===== src/rtl/gray_pkg.sv =====
// Shared helpers for the Gray position tracker: Gray-to-binary conversion,
// step classification codes and signed turns-counter limits.
package gray_pkg;

    localparam int GRAY_MAX_W = 32;

    typedef enum logic [1:0] {
        STEP_NONE,
        STEP_UP,
        STEP_DOWN,
        STEP_JUMP
    } step_e;

    // Callers zero-extend narrower words; leading zeros leave the prefix XOR unchanged.
    function automatic logic [GRAY_MAX_W-1:0] gray2bin(input logic [GRAY_MAX_W-1:0] g);
        logic [GRAY_MAX_W-1:0] b;
        b[GRAY_MAX_W-1] = g[GRAY_MAX_W-1];
        for (int i = GRAY_MAX_W - 2; i >= 0; i--) begin
            b[i] = b[i+1] ^ g[i];
        end
        return b;
    endfunction

    function automatic int turns_max(input int w);
        return (1 << (w - 1)) - 1;
    endfunction

    function automatic int turns_min(input int w);
        return -(1 << (w - 1));
    endfunction

endpackage


===== src/rtl/gray_glitch_filter.sv =====
// Input glitch filter: forwards a Gray word once it has been seen on
// FILTER_LEN consecutive valid samples; one registered cycle of latency.
module gray_glitch_filter
    import gray_pkg::*;
#(
    parameter int WIDTH      = 4,
    parameter int FILTER_LEN = 3
) (
    input  logic             clk,
    input  logic             rst,
    input  logic             in_valid,
    input  logic [WIDTH-1:0] gray_in,
    output logic             out_valid,
    output logic [WIDTH-1:0] gray_out
);

    localparam int CNT_W = $clog2(FILTER_LEN + 1);

    logic [CNT_W-1:0] cnt_q, cnt_d;
    logic [WIDTH-1:0] last_q, last_d;
    logic [WIDTH-1:0] gray_q;
    logic             valid_q;
    logic             fire;

    // The counter parks at FILTER_LEN so a stable run fires exactly once.
    always_comb begin
        cnt_d  = cnt_q;
        last_d = last_q;
        fire   = 1'b0;
        if (in_valid) begin
            if (cnt_q != '0 && gray_in == last_q) begin
                if (cnt_q != CNT_W'(FILTER_LEN)) begin
                    cnt_d = cnt_q + CNT_W'(1);
                    fire  = (cnt_q == CNT_W'(FILTER_LEN - 1));
                end
            end else begin
                cnt_d  = CNT_W'(1);
                last_d = gray_in;
            end
        end
    end

    always_ff @(posedge clk) begin
        if (rst) begin
            cnt_q   <= '0;
            last_q  <= '0;
            gray_q  <= '0;
            valid_q <= 1'b0;
        end else begin
            cnt_q   <= cnt_d;
            last_q  <= last_d;
            valid_q <= fire;
            if (fire) gray_q <= gray_in;
        end
    end

    assign out_valid = valid_q;
    assign gray_out  = gray_q;

endmodule


===== src/rtl/gray_position_tracker.sv =====
// Gray encoder position tracker: 2-stage Gray-to-binary pipeline with step
// classification and a saturating signed turns counter. Optional GRAY_FILTER_EN.
module gray_position_tracker
    import gray_pkg::*;
#(
    parameter int WIDTH      = 4,
    parameter int TURN_W     = 8,
    parameter int FILTER_LEN = 3
) (
    input  logic              clk,
    input  logic              rst,
    input  logic              in_valid,
    input  logic [WIDTH-1:0]  gray_in,
    input  logic              err_clr,
    output logic              out_valid,
    output logic [WIDTH-1:0]  bin_out,
    output logic              step_up,
    output logic              step_down,
    output logic              jump_err,
    output logic              err_sticky,
    output logic [TURN_W-1:0] turns
);

    localparam logic signed [TURN_W-1:0] TURNS_MAX = TURN_W'(turns_max(TURN_W));
    localparam logic signed [TURN_W-1:0] TURNS_MIN = TURN_W'(turns_min(TURN_W));

    logic             s0_valid;
    logic [WIDTH-1:0] s0_gray;

`ifdef GRAY_FILTER_EN
    gray_glitch_filter #(
        .WIDTH     (WIDTH),
        .FILTER_LEN(FILTER_LEN)
    ) u_filter (
        .clk      (clk),
        .rst      (rst),
        .in_valid (in_valid),
        .gray_in  (gray_in),
        .out_valid(s0_valid),
        .gray_out (s0_gray)
    );
`else
    logic unused_filter_len;
    assign unused_filter_len = FILTER_LEN[0];
    assign s0_valid = in_valid;
    assign s0_gray  = gray_in;
`endif

    logic [1:0]              vld_pipe_q;
    logic [WIDTH-1:0]        g1_q;
    logic [WIDTH-1:0]        bin_q, prev_q;
    logic                    primed_q;
    logic                    up_q, down_q, jump_q, sticky_q;
    logic signed [TURN_W-1:0] turns_q, turns_d;
    logic [WIDTH-1:0]        bin_d, delta;
    step_e                   step_d;

    assign bin_d = WIDTH'(gray2bin(GRAY_MAX_W'(g1_q)));
    assign delta = bin_d - prev_q;

    always_comb begin
        step_d  = STEP_NONE;
        turns_d = turns_q;
        if (primed_q) begin
            if (delta == WIDTH'(1))           step_d = STEP_UP;
            else if (delta == '1)             step_d = STEP_DOWN;
            else if (delta != '0)             step_d = STEP_JUMP;
        end
        // A revolution boundary is crossed only on a single step across the 0 / all-ones seam.
        if (step_d == STEP_UP && prev_q == '1 && turns_q != TURNS_MAX)
            turns_d = turns_q + TURN_W'(1);
        else if (step_d == STEP_DOWN && prev_q == '0 && turns_q != TURNS_MIN)
            turns_d = turns_q - TURN_W'(1);
    end

    always_ff @(posedge clk) begin
        if (rst) begin
            vld_pipe_q <= '0;
            g1_q       <= '0;
            bin_q      <= '0;
            prev_q     <= '0;
            primed_q   <= 1'b0;
            up_q       <= 1'b0;
            down_q     <= 1'b0;
            jump_q     <= 1'b0;
            sticky_q   <= 1'b0;
            turns_q    <= '0;
        end else begin
            vld_pipe_q <= {vld_pipe_q[0], s0_valid};
            if (s0_valid) g1_q <= s0_gray;
            up_q   <= 1'b0;
            down_q <= 1'b0;
            jump_q <= 1'b0;
            if (vld_pipe_q[0]) begin
                bin_q    <= bin_d;
                prev_q   <= bin_d;
                primed_q <= 1'b1;
                up_q     <= (step_d == STEP_UP);
                down_q   <= (step_d == STEP_DOWN);
                jump_q   <= (step_d == STEP_JUMP);
                turns_q  <= turns_d;
            end
            // A new jump outranks a coincident clear.
            if (vld_pipe_q[0] && step_d == STEP_JUMP) sticky_q <= 1'b1;
            else if (err_clr)                        sticky_q <= 1'b0;
        end
    end

    assign out_valid  = vld_pipe_q[1];
    assign bin_out    = bin_q;
    assign step_up    = up_q;
    assign step_down  = down_q;
    assign jump_err   = jump_q;
    assign err_sticky = sticky_q;
    assign turns      = turns_q;

endmodule


===== config.mk =====
export PLATFORM = sky130hd
export DESIGN_NAME = gray_position_tracker
export DESIGN_NICKNAME = d
export VERILOG_FILES = /design/src/rtl/gray_pkg.sv /design/src/rtl/gray_glitch_filter.sv /design/src/rtl/gray_position_tracker.sv
export SDC_FILE = /design/constraint.sdc
export NUM_CORES = 1
export LEC_CHECK = 0
export CAP_MARGIN = 40
export CORE_AREA = 2 2 52 54
export CTS_CLUSTER_DIAMETER = 40
export DETAILED_ROUTE_END_ITERATION = 10
export DIE_AREA = 0 0 54 56
export GPL_TIMING_DRIVEN = 0
export PLACE_DENSITY = 0.91
export SYNTH_ARGS = -nofsm -noshare
export SYNTH_HDL_FRONTEND = slang
export SYNTH_HIERARCHICAL = 1
export SYNTH_SLANG_ARGS = --single-unit

===== constraint.sdc =====
create_clock -name clk -period 11.8 [get_ports clk]
set_input_delay 2.36 -clock clk [delete_from_list [all_inputs] [get_ports clk]]
set_output_delay 2.36 -clock clk [all_outputs]
set_load 0.01 [all_outputs]

# == Yosys cells after proc, flatten, opt, wreduce, memory -nomap -nowiden ==
# Index checks and enable logic that the tools add are counted.
# word_totals
out_inout_bits,17
latch_bits,0
mem_bits_ro,0
wordCells,43
ram_bits,0
reg_bits,23
mem_count,0
input_bits,8
# classes
shift,0
n_addsub,3
bitwise,4
div,0
multipliers,0
n_eq_ne,8
order_cmp,0
n_reduce_logical,11
n_mux,8
# op_table
operator,count
8-bit 2-to-1 mux,2
8-bit inequality test (second input constant),2
8-bit by 2-bit adder with 8-bit output (second input constant),1
4-bit == test (second input constant),2
2-bit 2-to-1 mux,4
8-bit by 2-bit subtractor with 8-bit output (second input constant),1
1-bit logical AND,5
2-bit == test (second input constant),2
4-bit by 1-bit == test with 1-bit output (second input constant),1
4-bit logical NOT,1
2-bit nonzero test,2
4-bit nonzero test,1
4-bit subtractor,1
1-bit bitwise XOR,3
2-bit by 1-bit == test with 1-bit output (second input constant),1
1-bit 2-to-1 mux,2
2-bit AND reduction,1
2-bit OR reduction,1
1-bit inverter,1

# == Logic depth before layout (Yosys ltp) ==
# depth
ltp_word,14
depth_mapped,15
ltp_nobuf,15

# == Worst setup path after synthesis ==
# No wires, ideal clock.
# synth_path
path_type,register -> register
start,register g1_q[3]
end,register turns_q[7] (netlist: turns[7])
path_stages_with_launch,16
period_less_slack_ps,3999
n_path_buf,0
arrival_time_ps,3928
slack_ps,7801
setup_ps,71
required_ps,11729
cell_sequence,dfxtp_1 xnor2_1 xnor2_1 xnor2_1 ha_1 fa_1 xor2_1 nand3b_1 or4_4 ha_1 a21o_1 a2bb2oi_1 a21oi_1 mux2_4 or3_1 a21oi_1
# synth_via
elab_chain_len,14
elab_cells_between_ends,20
# synth_rtl
item,line_no,text
start: declaration,gray_position_tracker.sv:50,logic [WIDTH-1:0] g1_q;
start signal: assignment,gray_position_tracker.sv:90,if (s0_valid) g1_q <= s0_gray;
1-bit bitwise XOR (*) (2 in a row),gray_pkg.sv:19,b[i] = b[i+1] ^ g[i];
net bin_d[1],gray_position_tracker.sv:55,"logic [WIDTH-1:0] bin_d, delta;"
1-bit bitwise XOR,gray_pkg.sv:19,
4-bit subtractor (*),gray_position_tracker.sv:59,assign delta = bin_d - prev_q;
4-bit nonzero test,gray_position_tracker.sv:67,else if (delta != '0) step_d = STEP_JUMP;
2-bit 2-to-1 mux,gray_position_tracker.sv:67,
2-bit 2-to-1 mux,gray_position_tracker.sv:66,else if (delta == '1) step_d = STEP_DOWN;
2-bit 2-to-1 mux (*),gray_position_tracker.sv:65,if (delta == WIDTH'(1)) step_d = STEP_UP;
2-bit 2-to-1 mux (*),gray_position_tracker.sv:64,if (primed_q) begin
2-bit by 1-bit == test with 1-bit output / 2-bit == test (equally long branches),"gray_position_tracker.sv:70, gray_position_tracker.sv:72",
"1-bit logical AND, on equally long branches (2 in a row)","gray_position_tracker.sv:70, gray_position_tracker.sv:72",
2-bit nonzero test (no line),--,
2-bit AND reduction (no line),--,
end signal: assignment,gray_position_tracker.sv:101,turns_q <= turns_d;
end: declaration,gray_position_tracker.sv:54,"logic signed [TURN_W-1:0] turns_q, turns_d;"
# The timed path passes the listed nets; every way through them passes the cells marked *.
# A chain may end at the register's enable or synchronous reset.

# == Worst setup path after layout ==
# Same ends and word-level chain as after synthesis.

==> Implementation_results.wiki <==
{| class="wikitable"
! Metric !! Value
|-
| # setup viols final || 0
|-
| Combinational cell fraction of total power || 0.221
|-
| Synth unique cells || 39
|-
| Nets || 188
|-
| Proportion of layout cells with a drive suffix above 1 || 0.0536
|-
| Largest vdd supply drop || 63.5 µV
|-
| Hold-critical path depth || 1
|-
| Final-report hold violation count || 0
|-
| Category of the worst setup path launch point || flip-flop
|-
| Post-synth EDFFs || 0
|-
| H-Tree Depth || 1
|-
| Sequential share of the synthesized area || 0.352
|-
| FF-to-FF End || turns[7]
|-
| Number of global-route vias before repair || roughly 1100
|-
| Per-instance average area after synthesis || 9.26 µm²
|-
| Number of placed I/O pins || 25
|-
| Residual DRC || 0
|-
| Portion of total power attributed to the clock network || 0.244
|-
| Placement row count || 18
|-
| Worst-case headroom to the max-slew limit || 0.660
|-
| Global-route wire length before repair || 4.80 mm
|-
| Synth async-reset ratio || 0
|-
| PD cells || between 90 and 100 nW/µm²
|-
| Hold wc startpoint || err_sticky
|-
| Switching power || roughly 45 µW
|-
| Share of the clock period used by the worst path after layout || 0.389
|-
| Total clock buffers created by CTS || 3
|-
| Top post-synthesis cells by area || sky130_fd_sc_hd__dfxtp_1 35%, sky130_fd_sc_hd__ha_1 8.6%, sky130_fd_sc_hd__mux2i_1 8.4%
|-
| Number of vias per cell after detailed routing || between 5 and 6
|-
| Worst-case register-to-register setup slack || around 7.2 ns
|-
| Buffers inserted during post-CTS setup optimization || 0
|-
| Max clock buf depth || 2
|-
| First drt pass iteration count || 4
|-
| Area delta synth->final || 22.6%
|-
| Area share of the largest cell type after synthesis || 0.352
|-
| Initial DRC Count || 24
|-
| Switching portion of total power || 0.294
|-
| Kind of capture point of the worst setup path || flip-flop
|-
| Floorplan die area || ~3000 µm²
|-
| Worst endpoint required time || between 10 and 15 ns
|-
| Max-slew violation total from the final report || 0
|-
| Clock transition at the registers of the reported paths || ~0.13 ns
|-
| Synth Net Count || 160
|-
| Clock latency reported for the late side of the worst-skew pair || 0.32 ns
|-
| Max-Cap Viols || 0
|-
| Most used flip-flop cell after synthesis || sky130_fd_sc_hd__dfxtp_1
|-
| Kind of critical path || reg2reg
|-
| Gpl congestion || between 0.8 and 0.9
|-
| Arr. time, crit path || slightly below 5 ns
|-
| Antenna Nets Post-Route || 0
|-
| ANT cells || 0
|-
| Synthesized area || 1310 µm²
|-
| Root buf cell || sky130_fd_sc_hd__clkbuf_4
|-
| Crit path max fanout || 8
|-
| Initial antenna violation count || 0
|-
| Sum of net half-perimeters after detailed placement || about 2.2 mm
|-
| Core area || around 2400 µm²
|-
| Path type of the worst min-delay path || reg2reg
|-
| CTS hold repair buffers || 0
|-
| IO buf count || 23
|-
| Worst reg2reg path startpoint || g1_q[3]
|-
| Endpoint with the worst hold slack || err_sticky
|-
| Min Tclk post-route || about 4.6 ns
|-
| Final wirelength || around 2.9 mm
|-
| Total congestion overflow || 0
|-
| Synthesized instance count || 141
|-
| Util after Layout || 0.658
|-
| Effective utilization at floorplan || 0.537
|-
| Cell count of the worst reg-to-reg path || 15
|-
| Yosys Warn Count || 6
|-
| Height of the chip || ~56 µm
|-
| RSZ-0062 raised after global routing || no
|-
| Tot GR Track Use || 0.213
|-
| Clock sink count || 23
|-
| Library cell occupying the most area in the post-synthesis netlist || sky130_fd_sc_hd__dfxtp_1
|-
| Outcome || finished, final reports clean
|-
| Final setup TNS || 0 ns
|-
| Peak Freq || 218 MHz
|-
| Clock skew || between 0.004 and 0.005 ns
|-
| Register bit count reported by yosys || 23
|-
| Pin slew with the least headroom to its limit || between 0.5 and 0.6 ns
|-
| Mean routed wirelength per cell || between 10 and 15 µm
|-
| Leakage power figure || around 0.00069 µW
|-
| Number of cells upsized or downsized after cts || 0
|-
| Clock tree from TritonCTS || done
|-
| Overall via count from detail_route || between 1000 and 1500
|-
| Die width || 54 µm
|-
| Design internal power || 109 µW
|-
| Pin count of the biggest net entering global routing || 14
|-
| Sequential power share || 0.535
|}
-- registers in the layout (all words and copies together), names as in the netlist --
register    cells
prev_q          4
err_sticky      1
primed_q        1
step_up         1
turns           8
g1_q            4
jump_err        1
step_down       1
vld_pipe_q      2
-- critical path, stage by stage, from the launching register on --
cell                        delay, ns
sky130_fd_sc_hd__dfxtp_1         0.43
sky130_fd_sc_hd__xnor2_1         0.14
sky130_fd_sc_hd__xnor2_1         0.35
sky130_fd_sc_hd__xnor2_1         0.15
sky130_fd_sc_hd__ha_1            0.23
sky130_fd_sc_hd__fa_1            0.39
sky130_fd_sc_hd__xor2_1          0.31
sky130_fd_sc_hd__nand3b_1        0.19
sky130_fd_sc_hd__or4_4           0.60
sky130_fd_sc_hd__ha_1            0.38
sky130_fd_sc_hd__a21o_1          0.20
sky130_fd_sc_hd__a2bb2oi_1       0.26
sky130_fd_sc_hd__a21oi_1         0.14
sky130_fd_sc_hd__mux2_4          0.31
sky130_fd_sc_hd__or3_1           0.31
sky130_fd_sc_hd__a21oi_1         0.14
-- placed cells by master, fill, tap and decap left out, types with 4 or more instances in the layout --
master / instances
sky130_fd_sc_hd__dfxtp_1: 23
sky130_fd_sc_hd__clkdlybuf4s50_1: 23
sky130_fd_sc_hd__nor2_1: 22
sky130_fd_sc_hd__mux2i_1: 11
sky130_fd_sc_hd__ha_1: 9
sky130_fd_sc_hd__a21oi_1: 7
sky130_fd_sc_hd__xnor2_1: 6
sky130_fd_sc_hd__inv_1: 6
sky130_fd_sc_hd__nor3_1: 5
sky130_fd_sc_hd__xor2_1: 4
sky130_fd_sc_hd__nand2_1: 4
-- through the flow --
stage / hold WS [ns] / setup WS, ns / cells / total power [µW] / cell area, µm²
after floorplan: 0.462 / 7.80 / 141 / 108 / 1310
after global placement: 0.435 / 7.50 / 194 / 116 / 1570
after detailed placement: 0.443 / 7.28 / 194 / 118 / 1570
after CTS: 0.474 / 7.24 / 198 / 155 / 1600
after global routing: 0.518 / 6.99 / 198 / 162 / 1600
final: 0.469 / 7.21 / 198 / 154 / 1600
-- cell families (layout without fill, tap and decap cells) --
kind of cell	Yosys count	in the layout	share of synthesized area
xor+xnor	10	10	0.0670
buf+inv	11	38	0.0374
mux	12	12	0.0958
compound gates	23	23	0.123
flops	23	23	0.352
fa+ha+maj	11	11	0.117
simple gates	51	51	0.208
-- routing by layer --
metal,wire length [µm],vias up,GRT usage,part of all wire
met5,0,-,0,0
met4,56,0,0.0929,0.019
met3,133,6,0.0242,0.046
met2,1490,40,0.354,0.52
met1,1210,527,0.269,0.42
li1,-,560,-,-
-- worst max-delay path by stage --
stage / from / end / cells after the start
floorplan: g1_q[3] / turns[7] / 15
global placement: g1_q[3] / turns[7] / 15
detailed placement: g1_q[3] / turns[7] / 15
CTS: g1_q[3] / turns[7] / 15
global route: g1_q[3] / turns[7] / 15
finish: g1_q[3] / turns[7] / 15
-- area by class of cell --
class | count | area (µm²)
clock buffer | 3 | 22.5
timing repair buffer | 23 | 230
multi-input combinational | 107 | 797
tap | 30 | 37.5
clock inverter | 1 | 5.00
inverter | 6 | 22.5
fill | 180 | 831
sequential | 23 | 460
buffer | 5 | 26.3
-- synth_stat cells, types with 2 or more instances --
cell type and instances:
sky130_fd_sc_hd__nor2b_1 2, sky130_fd_sc_hd__inv_1 6, sky130_fd_sc_hd__nand3b_1 3, sky130_fd_sc_hd__or3_1 2, sky130_fd_sc_hd__xor2_1 4, sky130_fd_sc_hd__mux2i_1 11, sky130_fd_sc_hd__clkbuf_1 3, sky130_fd_sc_hd__xnor2_1 6
sky130_fd_sc_hd__o211ai_1 2, sky130_fd_sc_hd__dfxtp_1 23, sky130_fd_sc_hd__nor4_1 3, sky130_fd_sc_hd__nand2_1 4, sky130_fd_sc_hd__a211oi_1 3, sky130_fd_sc_hd__nor2_1 22, sky130_fd_sc_hd__ha_1 9, sky130_fd_sc_hd__fa_1 2
sky130_fd_sc_hd__a21o_1 3, sky130_fd_sc_hd__nand2b_1 2, sky130_fd_sc_hd__nor3_1 5, sky130_fd_sc_hd__a21oi_1 7
-- power groups by stage --
stage	Sequential [µW]	Combinational, µW	Clock (µW)
global route	83.1	37.5	41.0
detailed placement	84.3	34.0	0
finish	82.6	34.1	37.8
floorplan	84.3	24.1	0
CTS	82.6	34.1	38.0
global placement	84.1	32.1	0
No activity file was read; power rests on OpenSTA's default activity.
==> patch 1 (same flow settings) <==
Change the parameter `TURN_W` from 8 to 10.
--- a/src/rtl/gray_position_tracker.sv
+++ b/src/rtl/gray_position_tracker.sv
@@ -4,7 +4,7 @@
     import gray_pkg::*;
 #(
     parameter int WIDTH      = 4,
-    parameter int TURN_W     = 8,
+    parameter int TURN_W     = 10,
     parameter int FILTER_LEN = 3
 ) (
     input  logic              clk,
Ports: changed (resized turns); port bits go from 25 to 27. No check against the original RTL was run, so the function may have changed too.
==> patch 1 against the unedited design <==
  * Final cell count grew 14%
  * Synthesized area increased by 18%
  * Die area unchanged
  * Synthesized cell count rose by 18%
  * Clock skew increased by 0.0070 ns
  * Clock power down 2%
  * Design area up 16%
  * Sequential cell count increased by 2
  * Wire length is 7.7% higher
  * Sequential share of layout area decreased by 1.7 points
  * Setup slack lost 0.41 ns
  * Largest cell class unchanged
  * Power rose by 5.3%
  * Via count rose by 15%
==> patch 1: results (changes against the unedited design) <==
- Static leakage power: 0.702 nW (+2.5%)
- Library cells used by synthesis: 41 (+5.1%)
- Total nets after synthesis: 187 (+17%)
- Port Buffer Count: 25 (+8.7%)
- Top Family by Delay on Critical Path: XOR/XNOR gates
- Clock network latency to the later pin of the worst-skew pair: 0.31 ns
- Vias in the first global route: 1227 (+13%)
- Register area share after synthesis: 32.5% (-2.7 points)
- Number of antenna diodes: 0 (unchanged)
- Post-CTS setup buffers: 0 (unchanged)
- Number of synthesized flops with an enable pin: 0 (unchanged)
- Largest net degree at the start of global routing: 14 (unchanged)
- Result of the run: complete, no violations
- Wire length of the first global-routing pass: 5.44 mm (+13%)
- H-tree level count: 1 (unchanged)
- Max clock buf depth: 2 (unchanged)
- Total Routing Usage GR: 23.8% (+2.5 points)
- Flip-flop count of the largest register after layout: 10 (+2)
- Number of iterations in the first detailed-routing pass: 4 (unchanged)
- PD cells: 87.9 nW/um^2 (-8.9%)
- Final HPWL DP: 2.46 mm (+14%)
- Number of buffers created by CTS: 3 (unchanged)
- Final nets: 217 (+15%)
- Longest individual stage delay on the worst path: 0.55 ns (-0.05 ns)
- Worst-case clock skew: 0.0111 ns (+0.00698 ns)
- Clock Root Buffer: sky130_fd_sc_hd__clkbuf_4
- Worst voltage drop across the vdd grid: 0.0000912 V (+44%)
- Number of gates given a new drive strength after cts: 0 (unchanged)
- Number of antenna violations at the first check in global routing: 0 (unchanged)
- Tightest Hold Check Type: reg2reg
- Transition time of the tightest slew-check pin: 0.553 ns (+0.0439 ns)
- RePlAce Congestion: 0.862 (about the same)
- First DRT Iteration DRCs: 36 (+50%)
- Largest driver fanout on the critical path: 9 (+1)
- Proportion of synthesized flip-flops having asynchronous set or reset: 0% (unchanged)
- Commonest cells in the netlist: 28 x sky130_fd_sc_hd__nor2_1, 25 x sky130_fd_sc_hd__dfxtp_1, 14 x sky130_fd_sc_hd__mux2i_1
- Setup slack at placement: 6.82 ns (-0.461 ns)
- Synth top area cells: sky130_fd_sc_hd__dfxtp_1 33%, sky130_fd_sc_hd__mux2i_1 9.1%, sky130_fd_sc_hd__ha_1 9.0%
- Clock-pin slew on the worst setup and hold paths: 0.13 ns (about the same)
- Number of warnings printed during yosys synthesis: 6 (unchanged)
- Cell with the biggest individual delay on the critical path: sky130_fd_sc_hd__or3_1
- Fraction of final layout cells with drive strength greater than 1: 7.69% (+2.3 points)
- Routed length per placed instance: 13.8 um (-5.2%)
- Final number of max-transition violations: 0 (unchanged)
- Drt via density: 5.77 (+0.82%)
- Most used DFF post-synth: sky130_fd_sc_hd__dfxtp_1
==> patch 1: path summary, 6_finish.rpt <==
kind | from | end | slack, ns | cells past startpoint
setup / recovery | g1_q[3] | turns[8] | 6.80 | 18
hold / removal | err_sticky | err_sticky | 0.48 | 2
hold reg to reg | err_sticky | err_sticky | 0.48 | 2
setup reg to reg | g1_q[3] | turns[8] | 6.80 | 18
==> patch 1: logic make-up (layout without fill, tap and decap cells) <==
family	after synthesis	in the layout	synth area share [%]
buf+inv	11	40	5.37
simple gates	67	67	22.8
xor+xnor	13	13	7.40
fa+ha+maj	13	13	11.6
flops	25	25	32.5
mux	14	14	9.11
compound gates	23	23	11.2
==> patch 1: area by class of cell <==
| cell class | instances | area [um^2] |
|---|---|---|
| multi-input combinational | 130 | 955 |
| fill | 169 | 581 |
| sequential | 25 | 500 |
| timing repair buffer | 25 | 250 |
| buffer | 5 | 60.1 |
| tap | 30 | 37.5 |
| clock buffer | 4 | 26.3 |
| inverter | 6 | 22.5 |
==> patch 1: power breakdown <==
part | switching, mW | internal (mW)
combinational | 0.0185 | 0.0176
clock | 0.0239 | 0.0132
sequential | 0.00252 | 0.0870
==> patch 1: per-layer routing <==
layer  global-route usage [%]  share of wire [%]  vias to the layer above
li1                         -                  -                      642
met1                     30.3                 45                      621
met2                     39.0                 50                       31
met3                     6.45                3.3                        4
met4                     5.71                1.0                        0
met5                        0                  0                        -
==> patch 1: worst min-delay path: cells and delay by family (launching register included) <==
kind,cells,cell delay (ns)
compound gates,1,0.06
flops,1,0.34
simple gates,1,0.05
==> patch 1: metrics by stage <==
step                      area (um^2)  hold slack, ns  utilization, %  cells
after floorplan                  1540           0.482               -    166
after global placement           1830           0.439            75.1    221
after detailed placement         1830           0.451            75.1    221
after CTS                        1850           0.480            76.1    225
after global routing             1850           0.532            76.1    225
final                            1850           0.476            76.1    225
==> patch 2 (same flow settings) <==
Without the edit above. Reset style: asynchronous (`rst`), changed in one clocked block.
--- a/src/rtl/gray_position_tracker.sv
+++ b/src/rtl/gray_position_tracker.sv
@@ -73,7 +73,7 @@
             turns_d = turns_q - TURN_W'(1);
     end
 
-    always_ff @(posedge clk) begin
+    always_ff @(posedge clk or posedge rst) begin
         if (rst) begin
             vld_pipe_q <= '0;
             g1_q       <= '0;
Check against the original RTL: differs if rst is asserted again (counterexample within 4 cycles, from zero or initial values and one cycle with rst high); with rst held inactive, the same outputs for 10 cycles.
==> patch 2 against the unedited design <==
  * Die area did not move
  * Synthesized cell count is 13% lower
  * Critical endpoint is now turns[7]
  * Design area up 1.8%
  * Largest cell class unchanged
  * Sequential cell count stayed put
  * Wire length decreased by 16%
  * Setup slack better by 0.13 ns
  * Hold slack worse by 0.082 ns
  * Synthesized area rose by 0.29%
Power is not compared: it rests on default switching activity, and its combinational part moved more than twofold at a synthesized area within 25%.
==> patch 2: results (changes against the unedited design) <==
- Result of the run: complete, no violations
- Synth top area cells: sky130_fd_sc_hd__dfrtp_1 44%, sky130_fd_sc_hd__ha_1 8.6%, sky130_fd_sc_hd__xnor2_1 6.7%
- Total nets after synthesis: 141 (-12%)
- Worst endpoint data arrival time: 4.67 ns (-0.18 ns)
- Max Used Layer: met4
- Minimum hold slack: 0.387 ns (-0.0820 ns)
- Final nets: 171 (-9.0%)
- Number of standard cells after synthesis: 122 (-13%)
- Worst voltage drop across the vdd grid: 0.000177 V
- Total Routing Usage GR: 19.0% (-2.4 points)
- Number of standard cells in the layout, taps in and fillers out: 181 (-8.6%)
- GR Util met1: 25.8% (-1.2 points)
- Port Buffer Count: 24 (+4.3%)
- Detailed route wirelength on metal3: 80 um (-40%)
- Logic power comb: 0.234 mW
- Wire length of the first global-routing pass: 4.33 mm (-9.9%)
- Routed wire length on met2: 1.18 mm (-21%)
- Vias in the first global route: 1016 (-6.1%)
- Number of cells on the worst reg-to-reg path: 16 (+1)
- Worst setup path end: turns[7]
- Adder-cell share of the synthesized area: 11.7% (-0.033 points)
- Library cells used by synthesis: 41 (+5.1%)
- Placement-stage cell area: 1600 um^2 (+1.8%)
- Met3 track utilization from global routing: 1.88% (-0.54 points)
- Routed metal-1 wire length: 1.11 mm (-8.1%)
- Largest driver fanout on the critical path: 7 (-1)
- Routed vias: 983 (-13%)
- Register area share after synthesis: 43.9% (+8.7 points)
- Grt met2 use: 30.0% (-5.4 points)
- Minimum setup slack among reg-to-reg paths: 7.34 ns (+0.13 ns)
- Setup slack at placement: 7.37 ns (+0.0869 ns)
- Longest individual stage delay on the worst path: 0.44 ns (-0.16 ns)
- Commonest cells in the netlist: 23 x sky130_fd_sc_hd__dfrtp_1, 10 x sky130_fd_sc_hd__xnor2_1, 9 x sky130_fd_sc_hd__ha_1, 9 x sky130_fd_sc_hd__inv_1
- First DRT Iteration DRCs: 16 (-33%)
- Cell with the biggest individual delay on the critical path: sky130_fd_sc_hd__dfrtp_1
- Fraction of final layout cells with drive strength greater than 1: 9.93% (+4.6 points)
- Fraction of the mapped netlist area in compound gates: 10.3% (-1.9 points)
- Share of cell area taken by muxes after synthesis: 7.07% (-2.5 points)
- Final critical path time including I/O delays and setup: 4.46 ns (-0.132 ns)
- Capture endpoint of the worst hold path: vld_pipe_q[1]
- Reg-to-Reg Start: g1_q[3]
- Proportion of synthesized flip-flops having asynchronous set or reset: 100% (+100 points)
- Transition time of the tightest slew-check pin: 0.437 ns (-0.0726 ns)
- Final HPWL DP: 1.92 mm (-11%)
- RePlAce Congestion: 0.813 (-5.8%)
[patch 2: cell types whose count changed after synthesis, moves of 4 or more]
cell / before / now
sky130_fd_sc_hd__dfrtp_1: 0 / 23
sky130_fd_sc_hd__dfxtp_1: 23 / 0
sky130_fd_sc_hd__mux2_2: 0 / 5
sky130_fd_sc_hd__mux2i_1: 11 / 1
sky130_fd_sc_hd__nand2_1: 4 / 8
sky130_fd_sc_hd__nor2_1: 22 / 3
sky130_fd_sc_hd__o21ai_1: 1 / 6
sky130_fd_sc_hd__xnor2_1: 6 / 10
[patch 2: final cells by class]
class                      count  area [um^2]
buffer                         3         21.3
clock buffer                   3         22.5
clock inverter                 1         5.00
fill                         184          802
inverter                       9         33.8
multi-input combinational     87          679
sequential                    23          576
tap                           30         37.5
timing repair buffer          25          255
